==> config.mk <==
export PLATFORM = sky130hd
export DESIGN_NAME = poly_byte_encoder
export DESIGN_NICKNAME = d
export VERILOG_FILES = /design/src/rtl/kyber_pkg.sv /design/src/rtl/pair_serializer.sv /design/src/rtl/poly_byte_encoder.sv
export SDC_FILE = /design/constraint.sdc
export NUM_CORES = 1
export LEC_CHECK = 0
export CAP_MARGIN = 15
export CORE_MARGIN = 2
export CORE_UTILIZATION = 43
export CTS_BUF_LIST = sky130_fd_sc_hd__clkbuf_4 sky130_fd_sc_hd__clkbuf_8 sky130_fd_sc_hd__clkbuf_16
export DETAILED_ROUTE_END_ITERATION = 8
export PLACE_DENSITY = 0.78
export SLEW_MARGIN = 25
export SYNTH_ARGS = -nofsm -noshare
export SYNTH_HDL_FRONTEND = slang
export SYNTH_SLANG_ARGS = --single-unit
==> constraint.sdc <==
create_clock -name clk -period 2.9 [get_ports clk]
set_input_delay 0.58 -clock clk [delete_from_list [all_inputs] [get_ports clk]]
set_output_delay 0.58 -clock clk [all_outputs]
set_load 0.02 [all_outputs]
==> src/rtl/kyber_pkg.sv <==
// Shared constants, FSM state type and lane-pair offset table for the
// polynomial byte encoder.
package kyber_pkg;

  localparam int KYBER_N         = 256;
  localparam int COEFF_W         = 12;
  localparam int COEFFS_PER_WORD = 8;
  localparam int WORDS_PER_POLY  = 32;
  localparam int BYTES_PER_POLY  = 384;
  localparam int WORD_W          = COEFF_W * COEFFS_PER_WORD;
  localparam int PAIR_W          = 2 * COEFF_W;
  localparam int PASSES          = KYBER_N / (2 * WORDS_PER_POLY);

  typedef enum logic [2:0] {
    ST_IDLE = 3'd0,
    ST_RD   = 3'd1,
    ST_WAIT = 3'd2,
    ST_EMIT = 3'd3,
    ST_DONE = 3'd4
  } enc_state_t;

  // Passes visit lane pairs out of bit order so coefficients come out 0..255.
  function automatic logic [6:0] pair_offset(input logic [1:0] pass);
    case (pass)
      2'd0:    return 7'd0;
      2'd1:    return 7'd48;
      2'd2:    return 7'd24;
      2'd3:    return 7'd72;
      default: return 7'd0;
    endcase
  endfunction

endpackage

==> src/rtl/pair_serializer.sv <==
// Holds one 24-bit coefficient pair and presents it as three bytes under
// valid/ready; pair_done flags the handshake of the third byte.
module pair_serializer
  import kyber_pkg::*;
(
  input  logic              clk,
  input  logic              rst,
  input  logic              load,
  input  logic [PAIR_W-1:0] pair,
  input  logic              last,
  output logic [7:0]        byte_out,
  output logic              byte_valid,
  output logic              byte_last,
  input  logic              byte_ready,
  output logic              pair_done
);

  logic [PAIR_W-1:0] pair_r;
  logic [1:0]        bsel;
  logic              last_r;

  assign pair_done = byte_valid & byte_ready & (bsel == 2'd2);

  // Byte order a[7:0], {b[3:0],a[11:8]}, b[11:4] is a plain byte split of {b,a}.
  always_ff @(posedge clk or posedge rst) begin
    if (rst) begin
      pair_r     <= '0;
      bsel       <= 2'd0;
      last_r     <= 1'b0;
      byte_out   <= 8'h00;
      byte_valid <= 1'b0;
      byte_last  <= 1'b0;
    end else if (load) begin
      pair_r     <= pair;
      last_r     <= last;
      bsel       <= 2'd0;
      byte_out   <= pair[7:0];
      byte_valid <= 1'b1;
      byte_last  <= 1'b0;
    end else if (byte_valid && byte_ready) begin
      case (bsel)
        2'd0: begin
          byte_out  <= pair_r[15:8];
          byte_last <= 1'b0;
          bsel      <= 2'd1;
        end
        2'd1: begin
          byte_out  <= pair_r[23:16];
          byte_last <= last_r;
          bsel      <= 2'd2;
        end
        default: begin
          byte_valid <= 1'b0;
          byte_last  <= 1'b0;
          bsel       <= 2'd0;
        end
      endcase
    end
  end

endmodule

==> src/rtl/poly_byte_encoder.sv <==
// Streams one packed 256-coefficient polynomial from RAM as the 384-byte
// 12-bit byte encoding, reading each word once per quarter pass.
module poly_byte_encoder
  import kyber_pkg::*;
#(
  parameter int ADDR_W     = 9,
  parameter int RD_LATENCY = 1
) (
  input  logic              clk,
  input  logic              rst,
  input  logic              start,
  input  logic [ADDR_W-1:0] ram_r_start_offset,
  output logic              ren,
  output logic [ADDR_W-1:0] raddr,
  input  logic [WORD_W-1:0] rdata,
  output logic [7:0]        byte_out,
  output logic              byte_valid,
  input  logic              byte_ready,
  output logic              byte_last,
  output logic              busy,
  output logic              finish
);

  localparam logic [1:0] WAIT_LAST = 2'(RD_LATENCY - 1);
  localparam logic [1:0] LAST_PASS = 2'(PASSES - 1);
  localparam logic [4:0] LAST_WORD = 5'(WORDS_PER_POLY - 1);

  enc_state_t        state;
  logic [1:0]        pass;
  logic [4:0]        word;
  logic [1:0]        wait_cnt;
  logic [ADDR_W-1:0] base;
  logic [6:0]        pw_next;
  logic              last_pair;
  logic              load;
  logic [PAIR_W-1:0] pair;
  logic              pair_done;

  assign pw_next   = {pass, word} + 7'd1;
  assign last_pair = (pass == LAST_PASS) && (word == LAST_WORD);
  assign load      = (state == ST_WAIT) && (wait_cnt == WAIT_LAST);
  assign pair      = rdata[pair_offset(pass) +: PAIR_W];

  // Sequencer: one read per word per pass, then wait for the pair to drain.
  always_ff @(posedge clk or posedge rst) begin
    if (rst) begin
      state    <= ST_IDLE;
      pass     <= 2'd0;
      word     <= 5'd0;
      wait_cnt <= 2'd0;
      base     <= '0;
      ren      <= 1'b0;
      raddr    <= '0;
      busy     <= 1'b0;
      finish   <= 1'b0;
    end else begin
      case (state)
        ST_IDLE: begin
          finish <= 1'b0;
          if (start) begin
            base  <= ram_r_start_offset;
            pass  <= 2'd0;
            word  <= 5'd0;
            ren   <= 1'b1;
            raddr <= ram_r_start_offset;
            busy  <= 1'b1;
            state <= ST_RD;
          end
        end
        ST_RD: begin
          ren      <= 1'b0;
          wait_cnt <= 2'd0;
          state    <= ST_WAIT;
        end
        ST_WAIT: begin
          if (wait_cnt == WAIT_LAST) begin
            state <= ST_EMIT;
          end else begin
            wait_cnt <= wait_cnt + 2'd1;
          end
        end
        ST_EMIT: begin
          if (pair_done) begin
            if (last_pair) begin
              finish <= 1'b1;
              state  <= ST_DONE;
            end else begin
              {pass, word} <= pw_next;
              ren          <= 1'b1;
              raddr        <= base + ADDR_W'(pw_next[4:0]);
              state        <= ST_RD;
            end
          end
        end
        ST_DONE: begin
          finish <= 1'b0;
          busy   <= 1'b0;
          state  <= ST_IDLE;
        end
        default: begin
          ren   <= 1'b0;
          busy  <= 1'b0;
          state <= ST_IDLE;
        end
      endcase
    end
  end

  pair_serializer u_ser (
    .clk        (clk),
    .rst        (rst),
    .load       (load),
    .pair       (pair),
    .last       (last_pair),
    .byte_out   (byte_out),
    .byte_valid (byte_valid),
    .byte_last  (byte_last),
    .byte_ready (byte_ready),
    .pair_done  (pair_done)
  );

endmodule

==> results of run 1 <==
==> cell usage in the layout (no fill, tap or decap), drive strengths merged, types with 4 or more instances in the layout <==
cell type	instances
clkbuf	11
nor2	56
o31ai	6
o22ai	13
o211ai	9
nor4	5
buf	20
nand2b	11
dfrtp	62
xnor2	7
a32oi	4
a31oi	8
or2	4
nand2	93
a22oi	13
inv	8
ha	13
a21oi	46
and3	8
mux4	5
o221ai	10
o21ai	29
nor3	11
a211oi	8
nand3	9
mux2i	52
clkdlybuf4s50	130
mux2	24
o22a	5
and2	6
==> where the power goes <==
| group | switching, mW | total (mW) | internal [mW] | leakage, nW |
|---|---|---|---|---|
| clock network | 0.373 | 1.16 | 0.791 | 0.161 |
| logic | 0.299 | 0.609 | 0.311 | 1.88 |
| registers | 0.0148 | 0.898 | 0.883 | 0.767 |
| total | 0.686 | 2.67 | 1.98 | 2.81 |
==> stage by stage <==
step / cell area [µm²] / worst slack, ns
after floorplan: 5030 / 0.668
after global placement: 6490 / 0.487
after detailed placement: 6490 / 0.441
after CTS: 6810 / 0.399
after global routing: 6810 / 0.292
final: 6810 / 0.405
==> metal layers <==
layer  global-route usage [%]  wire, µm
met1                     30.7      6420
met2                     43.0      8140
met3                     4.10       889
met4                     7.89       356
met5                        0         0
==> flip-flops by register name (all words and copies together) (netlist names) <==
| signal | count |
|---|---|
| finish | 1 |
| busy | 1 |
| u_ser.last_r | 1 |
| u_ser.byte_last | 1 |
| u_ser.byte_valid | 1 |
| word | 5 |
| u_ser.pair_r | 16 |
| base | 9 |
| raddr | 9 |
| state | 3 |
| u_ser.bsel | 2 |
| wait_cnt | 2 |
| ren | 1 |
| pass | 2 |
| u_ser.byte_out | 8 |
==> cells by family (layout without fill, tap and decap cells) <==
group | count (synthesis) | count (layout) | share of synthesized area [%]
AO/OA/AOI/OAI | 166 | 166 | 21.6
XOR/XNOR | 9 | 9 | 1.57
adder cells (fa/ha/maj) | 14 | 14 | 3.63
buffers and inverters | 51 | 173 | 4.60
flip-flops | 62 | 62 | 30.8
multiplexers | 81 | 81 | 18.0
AND/OR/NAND/NOR | 216 | 216 | 19.9
==> final cells by class <==
cell class	count	area (µm²)
fillers	1020	4610
multi-input cells	486	3250
inverters	8	30.0
repair buffers	150	1480
clock buffers	11	253
well taps	143	179
clock inverters	4	70.1
flip-flops and latches	62	1550
==> worst register-to-register path, stage by stage (launching register included) <==
cell	delay, ns
dfrtp_1	0.39
ha_1	0.25
and3_1	0.22
ha_1	0.32
ha_1	0.34
a21oi_1	0.17
o21ai_0	0.22
nor3_1	0.19
a31oi_1	0.07
a22o_1	0.22
==> worst paths after layout <==
check | startpoint | slack (ns) | endpoint
max | word[0] | 0.40 | raddr[7]
min | wait_cnt[0] | 0.50 | wait_cnt[0]
max reg2reg | word[0] | 0.40 | raddr[7]
min reg2reg | wait_cnt[0] | 0.50 | wait_cnt[0]
max in group asynchronous | rst | 1.97 | word[0]
min in group asynchronous | rst | 0.63 | u_ser.pair_r[9]
==> metrics, run 1 <==
status=finished, final reports clean; CTS Root Cell=clkbuf_16; # placed instances=849; post-cts repair resize count=0; net count after synthesis=722; port bufs=130; Die ar.=12600 µm²; n_diodes=0; clock buffer depth=2; GRT overflow=0; Post-Route Skew=0.00652 ns; max incr delay on CP=0.39 ns; Leak Pwr=2.81 nW; most frequent CP cell=ha_1; most used flip-flop cell after synthesis=dfrtp_1; HP Class=reg2reg; GP Congestion=0.886; Layout Nets=840; RSZ-0062 raised after global routing=no; R2R cell count=9; slowest CP cell=dfrtp_1; Seq/Total Area, Yosys=30.8%; cell count after synthesis=599; Data required, critical path=3.11 ns; initial DRC count=489; f_max=401 MHz; Tcrit/Tclk final=86.0%; number of flops mapped to enable cells by yosys=0; WL per Instance=18.3 µm; vias in the first global route=5168; endpoints failing hold=0; insertion delay to the later sink of the worst-skew pair=0.33 ns; DR pass1 iterations=5; TNS Setup=0 ns; stages on the worst setup path=9; Via Count=5206; Slew HR=50.6%; critical path fanouts, max=4; first-pass GRT wire length=25.2 mm; max_cap viols=0; hold depth=2; Critical Path Sink Type=flip-flop; initial antenna violation count=0; top cell type's share of synthesized area=30.8%; Die Span Y=112 µm; CTS tree=built; Post-Route WL=15.8 mm; Worst setup SP type=flip-flop; Mapped Avg Cell Area=8.40 µm²; count leader, synth=nand2_1; crit-path cells=ha_1 -> and3_1 -> ha_1 -> ha_1 -> a21oi_1 -> o21ai_0 -> nor3_1 -> a31oi_1 -> a22o_1; Top Ports=131; flops & latches, synth=62; residual DRC count=0; most frequent cells after synthesis=nand2_1 (92), dfrtp_1 (62), nor2_1 (55); ratio of cells with drive above 1 in the final layout=10.5%; Synth Cell Area=5030 µm²; library cells used by synthesis=61; Initial Util=44.1%; pwr dens=392 nW/µm²; total power=2.67 mW; clk slew on worst S/H paths=0.05 ns; Final Critical Period=2.50 ns; Crit Path Category=reg2reg; Cell Rows=39; max-slew violation count=0; Vias/cell=6.03; worst slew pin tran=0.739 ns; hpwl dp=11.7 mm; Num Clock Sinks=62; WHS=0.498 ns; Synth area leaders=dfrtp_1 (31%), mux2i_1 (10%), nand2_1 (6.9%), mux2_2 (5.4%), a21oi_1 (4.5%); die width=112 µm; Final ANT Viol Nets=0; ys async rst share=100%; WP buf/inv=0; Total GRT Usage=24.4%; family with the most delay on the worst path=adder cells; critical path data arrival time=2.71 ns; Hold Buf Count CTS=0; final core utilization=59.7%; area of the core=11400 µm²; maximum vdd ir drop=0.295 mV; area grow syn2layout=35.4%; Yosys top cell by area=dfrtp_1; postcts setup bufs=0; yosys warns=0; Finish-stage setup viols=0; CTS buffer count=9; non-filler instance count after layout=864; H-tree depth=3; largest net degree at the start of global routing=63
Power figures use the tool's default switching activity.
==> run 2: changes to the inputs <==
--- a/config.mk
+++ b/config.mk
@@ -6,10 +6,12 @@
 export NUM_CORES = 1
 export LEC_CHECK = 0
 export CAP_MARGIN = 15
+export CORE_ASPECT_RATIO = 0.7
 export CORE_MARGIN = 2
 export CORE_UTILIZATION = 43
 export CTS_BUF_LIST = sky130_fd_sc_hd__clkbuf_4 sky130_fd_sc_hd__clkbuf_8 sky130_fd_sc_hd__clkbuf_16
 export DETAILED_ROUTE_END_ITERATION = 8
+export HOLD_SLACK_MARGIN = 0.05
 export PLACE_DENSITY = 0.78
 export SLEW_MARGIN = 25
 export SYNTH_ARGS = -nofsm -noshare
==> run 2 against run 1 <==
Against the previous run:
- final cell count grew 1.6%
- combinational power is essentially flat
- highest routed layer unchanged
- die area grew 0.11%
- critical path type unchanged
- maximum frequency grew 0.60%
- non-clock buffer count shrank 1
- final area grew 0.35%
==> metrics, run 2 (synthesized netlist as in run 1, its figures left out) <==
status=finished, final reports clean; clock buffer depth=2; Tcrit/Tclk final=85.5%; Crit Path Category=reg2reg; TNS Setup=0 ns; max incr delay on CP=0.61 ns; Num Clock Sinks=62; critical path fanouts, max=15; most frequent cells in the layout=clkdlybuf4s50_1 (130), nand2_1 (92), dfrtp_1 (62); Die ar.=12600 µm²; CTS Root Cell=clkbuf_16; WP buf/inv=2; post-cts repair resize count=0; port bufs=130; initial antenna violation count=0; max reg flops=16; WL per Instance=18.0 µm; first-pass GRT wire length=24.8 mm; Largest Register=u_ser.pair_r; Finish-stage setup viols=0; FF/Latch Area=1550 µm²; reg2reg start=pass[0]; Vias/cell=5.92; commonest non-fill, non-tap cell in the layout=clkdlybuf4s50_1; Cell Rows=33; ratio of cells with drive above 1 in the final layout=10.5%; most frequent CP cell=o21ai_0; Final Critical Period=2.48 ns; vias in the first global route=4975; n_diodes=0; Die Span Y=94.5 µm; Worst setup SP type=flip-flop; Hold Crit Start=wait_cnt[0]; final non-filler cell area=6840 µm²; placed cell areas=6510 µm²; Initial Util=43.5%; RSZ-0062 raised after global routing=no; hold depth=2; HP Class=reg2reg; maximum vdd ir drop=0.321 mV; GRT overflow=0; Post-Route WL=15.8 mm; biggest regs=u_ser.pair_r (16), base (9), raddr (9); stages on the worst setup path=8; r2r endpoint=u_ser.pair_r[12]; Slew HR=48.9%; crit-path cells=inv_1 -> ha_1 -> buf_4 -> nor2_1 -> a22oi_1 -> o21ai_0 -> o21ai_0 -> o31ai_1; CTS tree=built; slowest CP cell=nor2_1; pwr dens=390 nW/µm²; Data required, critical path=3.13 ns; Leak Pwr=2.81 nW; Filler cells=976; area grow syn2layout=35.8%; postcts setup bufs=0; Total GRT Usage=24.7%; hpwl dp=12.0 mm; Hold Buf Count CTS=0; Via Count=5194; Post-Route Skew=0.00552 ns; Critical Path Sink Type=flip-flop; Layout Nets=839; insertion delay to the later sink of the worst-skew pair=0.33 ns; die width=133 µm; initial DRC count=467; family with the most delay on the worst path=compound AO/OA/AOI/OAI gates; endpoints failing hold=0; R2R Setup Slk=0.42 ns; worst slew pin tran=0.763 ns; residual DRC count=0; clk slew on worst S/H paths=0.05 ns; DR pass1 iterations=5; Worst Hold End=wait_cnt[0]; multi-input logic area=3250 µm²; Top Ports=131; GP Congestion=0.995; Final ANT Viol Nets=0; max_cap viols=0; R2R cell count=8; f_max=403 MHz; CTS buffer count=9; final core utilization=59.1%; critical path data arrival time=2.71 ns; area of the core=11600 µm²; H-tree depth=3; largest net degree at the start of global routing=63; max-slew violation count=0
## run 2: changes by cell type in the layout (fill, tap and decap cells not counted), sizes merged
cell	previous run	this run
buf	20	19
clkbuf	11	12
## run 2: where the power goes
part | total, mW | internal, mW | switching, mW
Combinational | 0.609 | 0.312 | 0.297
Sequential | 0.898 | 0.883 | 0.0148
Clock | 1.16 | 0.791 | 0.370
## run 2: through the flow
stage	std cells	worst slack [ns]	hold slack [ns]	total power, mW
final	878	0.420	0.478	2.67
after CTS	878	0.429	0.482	2.68
after global routing	878	0.276	0.503	2.77
after global placement	862	0.438	0.463	1.50
after floorplan	599	0.668	0.450	1.23
after detailed placement	862	0.381	0.470	1.51
## run 2: worst reg2reg max path, stage by stage, from the launching register on
cell and delay, ns:
dfrtp_1 0.48, inv_1 0.09, ha_1 0.33, buf_4 0.21
nor2_1 0.62, a22oi_1 0.21, o21ai_0 0.21, o21ai_0 0.14
o31ai_1 0.09
## run 2: worst max-delay path by stage
| stage | start | endpoint | slack (ns) |
|---|---|---|---|
| floorplan | word[0] | raddr[7] | 0.67 |
| global placement | byte_ready | raddr[8] | 0.44 |
| finish | pass[0] | u_ser.pair_r[12] | 0.42 |
| global route | pass[0] | u_ser.pair_r[10] | 0.28 |
| detailed placement | byte_ready | raddr[8] | 0.38 |
| CTS | word[0] | raddr[7] | 0.43 |
## run 2: layout make-up
cell class | count | area share [%]
multi-input cells | 486 | 47.6
well taps | 157 | 2.87
clock buffers | 12 | 3.72
repair buffers | 149 | 21.7
flip-flops and latches | 62 | 22.7
clock inverters | 4 | 1.03
inverters | 8 | 0.439
## run 2: metal layers
layer	wire length [µm]	vias up	share of wire, %	global-route usage (%)
li1	-	2434	-	-
met1	7020	2492	45	33.8
met2	7390	236	47	39.6
met3	1100	32	7.0	5.80
met4	256	0	1.6	6.83
met5	0	-	0	0
==> RTL edit (settings of run 2) <==
Make the reset (`rst`) synchronous in 2 clocked blocks.
--- a/src/rtl/pair_serializer.sv
+++ b/src/rtl/pair_serializer.sv
@@ -24,3 +24,3 @@
   // Byte order a[7:0], {b[3:0],a[11:8]}, b[11:4] is a plain byte split of {b,a}.
-  always_ff @(posedge clk or posedge rst) begin
+  always_ff @(posedge clk) begin
     if (rst) begin
--- a/src/rtl/poly_byte_encoder.sv
+++ b/src/rtl/poly_byte_encoder.sv
@@ -44,3 +44,3 @@
   // Sequencer: one read per word per pass, then wait for the pair to drain.
-  always_ff @(posedge clk or posedge rst) begin
+  always_ff @(posedge clk) begin
     if (rst) begin
Behaviour: differs if rst is asserted again (counterexample within 4 cycles, from zero or initial values and one cycle with rst high); with rst held inactive, the same outputs for 10 cycles.
==> RTL edit against run 2 <==
Power increased by 8.3%; sequential cell count is the same; routed wire length grew 13%; largest cell class unchanged; area after synthesis is 1.3% lower; sequential power up 11%; setup slack got worse by 130 ps; clock skew decreased by 0.91 ps; design area is 1.2% lower.
==> RTL edit: results (changes against run 2) <==
synth:
  synthesis.nets: 760  # +5.3%
  synth_common_cells: "123 x nand2_1, 62 x dfxtp_1, 53 x mux2i_1"
  synth_edf_count: 0  # unchanged
  synth_warnings: 0  # unchanged
  synth-main-ff-cell: "dfxtp_1"
  synth_area_leaders: "dfxtp_1 25%, mux2i_1 11%, nand2_1 9.3%, a21oi_1 4.0%, mux4_2 3.6%"
  ys_async_sr_fraction_pct: 0  # -100 points
  ys_types: 60  # -1.6%
  ys_seq_area_share_pct: 25.0  # -5.8 points
route:
  dr_wl_met2_um: 7860  # +6.3%
  met1Wirelength_um: 7940  # +13%
  routed.top_layer: "met4"
  drt_wl_total_um: 17900  # +13%
  wl_met3_um: 1770  # +61%
  drtPass1Iterations: 6  # +1
  drtIter0Drc: 558  # +19%
  vias: 5611  # +8.0%
setup_path:
  rrSetupSlack_ps: 290  # -130 ps
  worst_r2r_path_depth: 7  # -1
  cp_max_fo: 17  # +2
  arrival_ps: 2860  # +150 ps
worst_hold_path:
  hold_depth: 2  # unchanged
clocking:
  cts_buffer_depth: 2  # unchanged
  cts-buffers-inserted: 9  # unchanged
  path_clk_slew_ps: 50  # about the same
  clock_latency_ps: 330  # about the same
  postCtsSetupRepairBufs: 0  # unchanged
  cts_resized: 0  # unchanged
  cts_root_buffer: "clkbuf_16"
  cts_max_level: 3  # unchanged
power:
  power_leakage_nw: 2.44  # -13%
  p_switching_uw: 812  # +19%
  peakVddDrop_v: 0.000283  # -12%
global_routing:
  antenna_found_initial: 0  # unchanged
  first_global_vias: 5387  # +8.3%
  track_usage_pct: 29.1  # +4.3 points
  grt_max_degree: 41  # -35%
  grt_pass1_wl_um: 28800  # +16%
placement:
  io_buffer_count: 130  # unchanged
  place_congestion: 0.964  # -3.1%
  dpl_cell_area_um2: 6410  # -1.6%
  hpwl_um: 13300  # +11%
finish:
  diodes: 0  # unchanged
  nets: 882  # +5.1%
  final_layout_size_suffix_gt1_share_pct: 9.16  # -1.4 points
timing:
  fin_skew_ps: 4.60  # -0.914 ps
  worst_pin_slew_ps: 719  # -43.9 ps
outcome:
  status: "finished, final reports clean"
RTL edit: logic make-up (layout without fill, tap and decap cells):
| kind of cell | Yosys count | count (layout) | share of synthesized area (%) |
|---|---|---|---|
| buffers and inverters | 57 | 184 | 5.92 |
| muxes | 70 | 70 | 17.0 |
| DFF | 62 | 62 | 25.0 |
| AOI/OAI and AO/OA | 167 | 167 | 23.3 |
| and+or+nand+nor | 255 | 255 | 23.1 |
| xor gates and xnor gates | 12 | 12 | 2.12 |
| adders and majority gates | 14 | 14 | 3.68 |
RTL edit: layout make-up:
| cell class | instances | area (um^2) |
|---|---|---|
| Fill cell | 988 | 4380 |
| Multi-Input combinational cell | 518 | 3440 |
| Clock inverter | 4 | 70.1 |
| Clock buffer | 12 | 254 |
| Tap cell | 153 | 191 |
| Inverter | 9 | 33.8 |
| Timing Repair Buffer | 159 | 1530 |
| Sequential cell | 62 | 1240 |
RTL edit: power groups by stage:
stage,sequential (mW),combinational (mW),clock [mW]
finish,0.997,0.709,1.18
global route,1.01,0.765,1.24
CTS,0.996,0.702,1.20
detailed placement,1.01,0.694,0
global placement,1.01,0.682,0
floorplan,1.03,0.327,0
RTL edit: path summary, 6_finish.rpt:
check / start / to
worst max-delay path: pass[1] / u_ser.pair_r[16]
worst max register to register: pass[1] / u_ser.pair_r[16]
worst min register to register: raddr[2] / raddr[2]
worst min-delay path: raddr[2] / raddr[2]
RTL edit: per-layer routing:
metal / up-vias / track usage, %
met5: - / 0
met2: 317 / 44.9
li1: 2602 / -
met4: 0 / 7.08
met1: 2654 / 40.3
met3: 38 / 7.93
RTL edit: stage by stage:
| step | setup slack [ps] | util (%) | power, mW | std cells | hold slack (ps) |
|---|---|---|---|---|---|
| CTS | 113 | 60.5 | 2.89 | 916 | 452 |
| global route | 190 | 60.7 | 3.01 | 917 | 475 |
| global placement | 297 | 57.6 | 1.69 | 900 | 443 |
| detailed placement | 128 | 57.6 | 1.71 | 900 | 445 |
| finish | 288 | 60.7 | 2.89 | 917 | 450 |
| floorplan | 563 | - | 1.36 | 637 | 432 |
RTL edit: critical path, cell delays in order, from the launching register on:
cell and delay (ps):
dfxtp_1 450, inv_1 110, ha_1 440, buf_4 300, nor2b_1 360, nand2_1 140, or3_1 480, o221ai_1 240
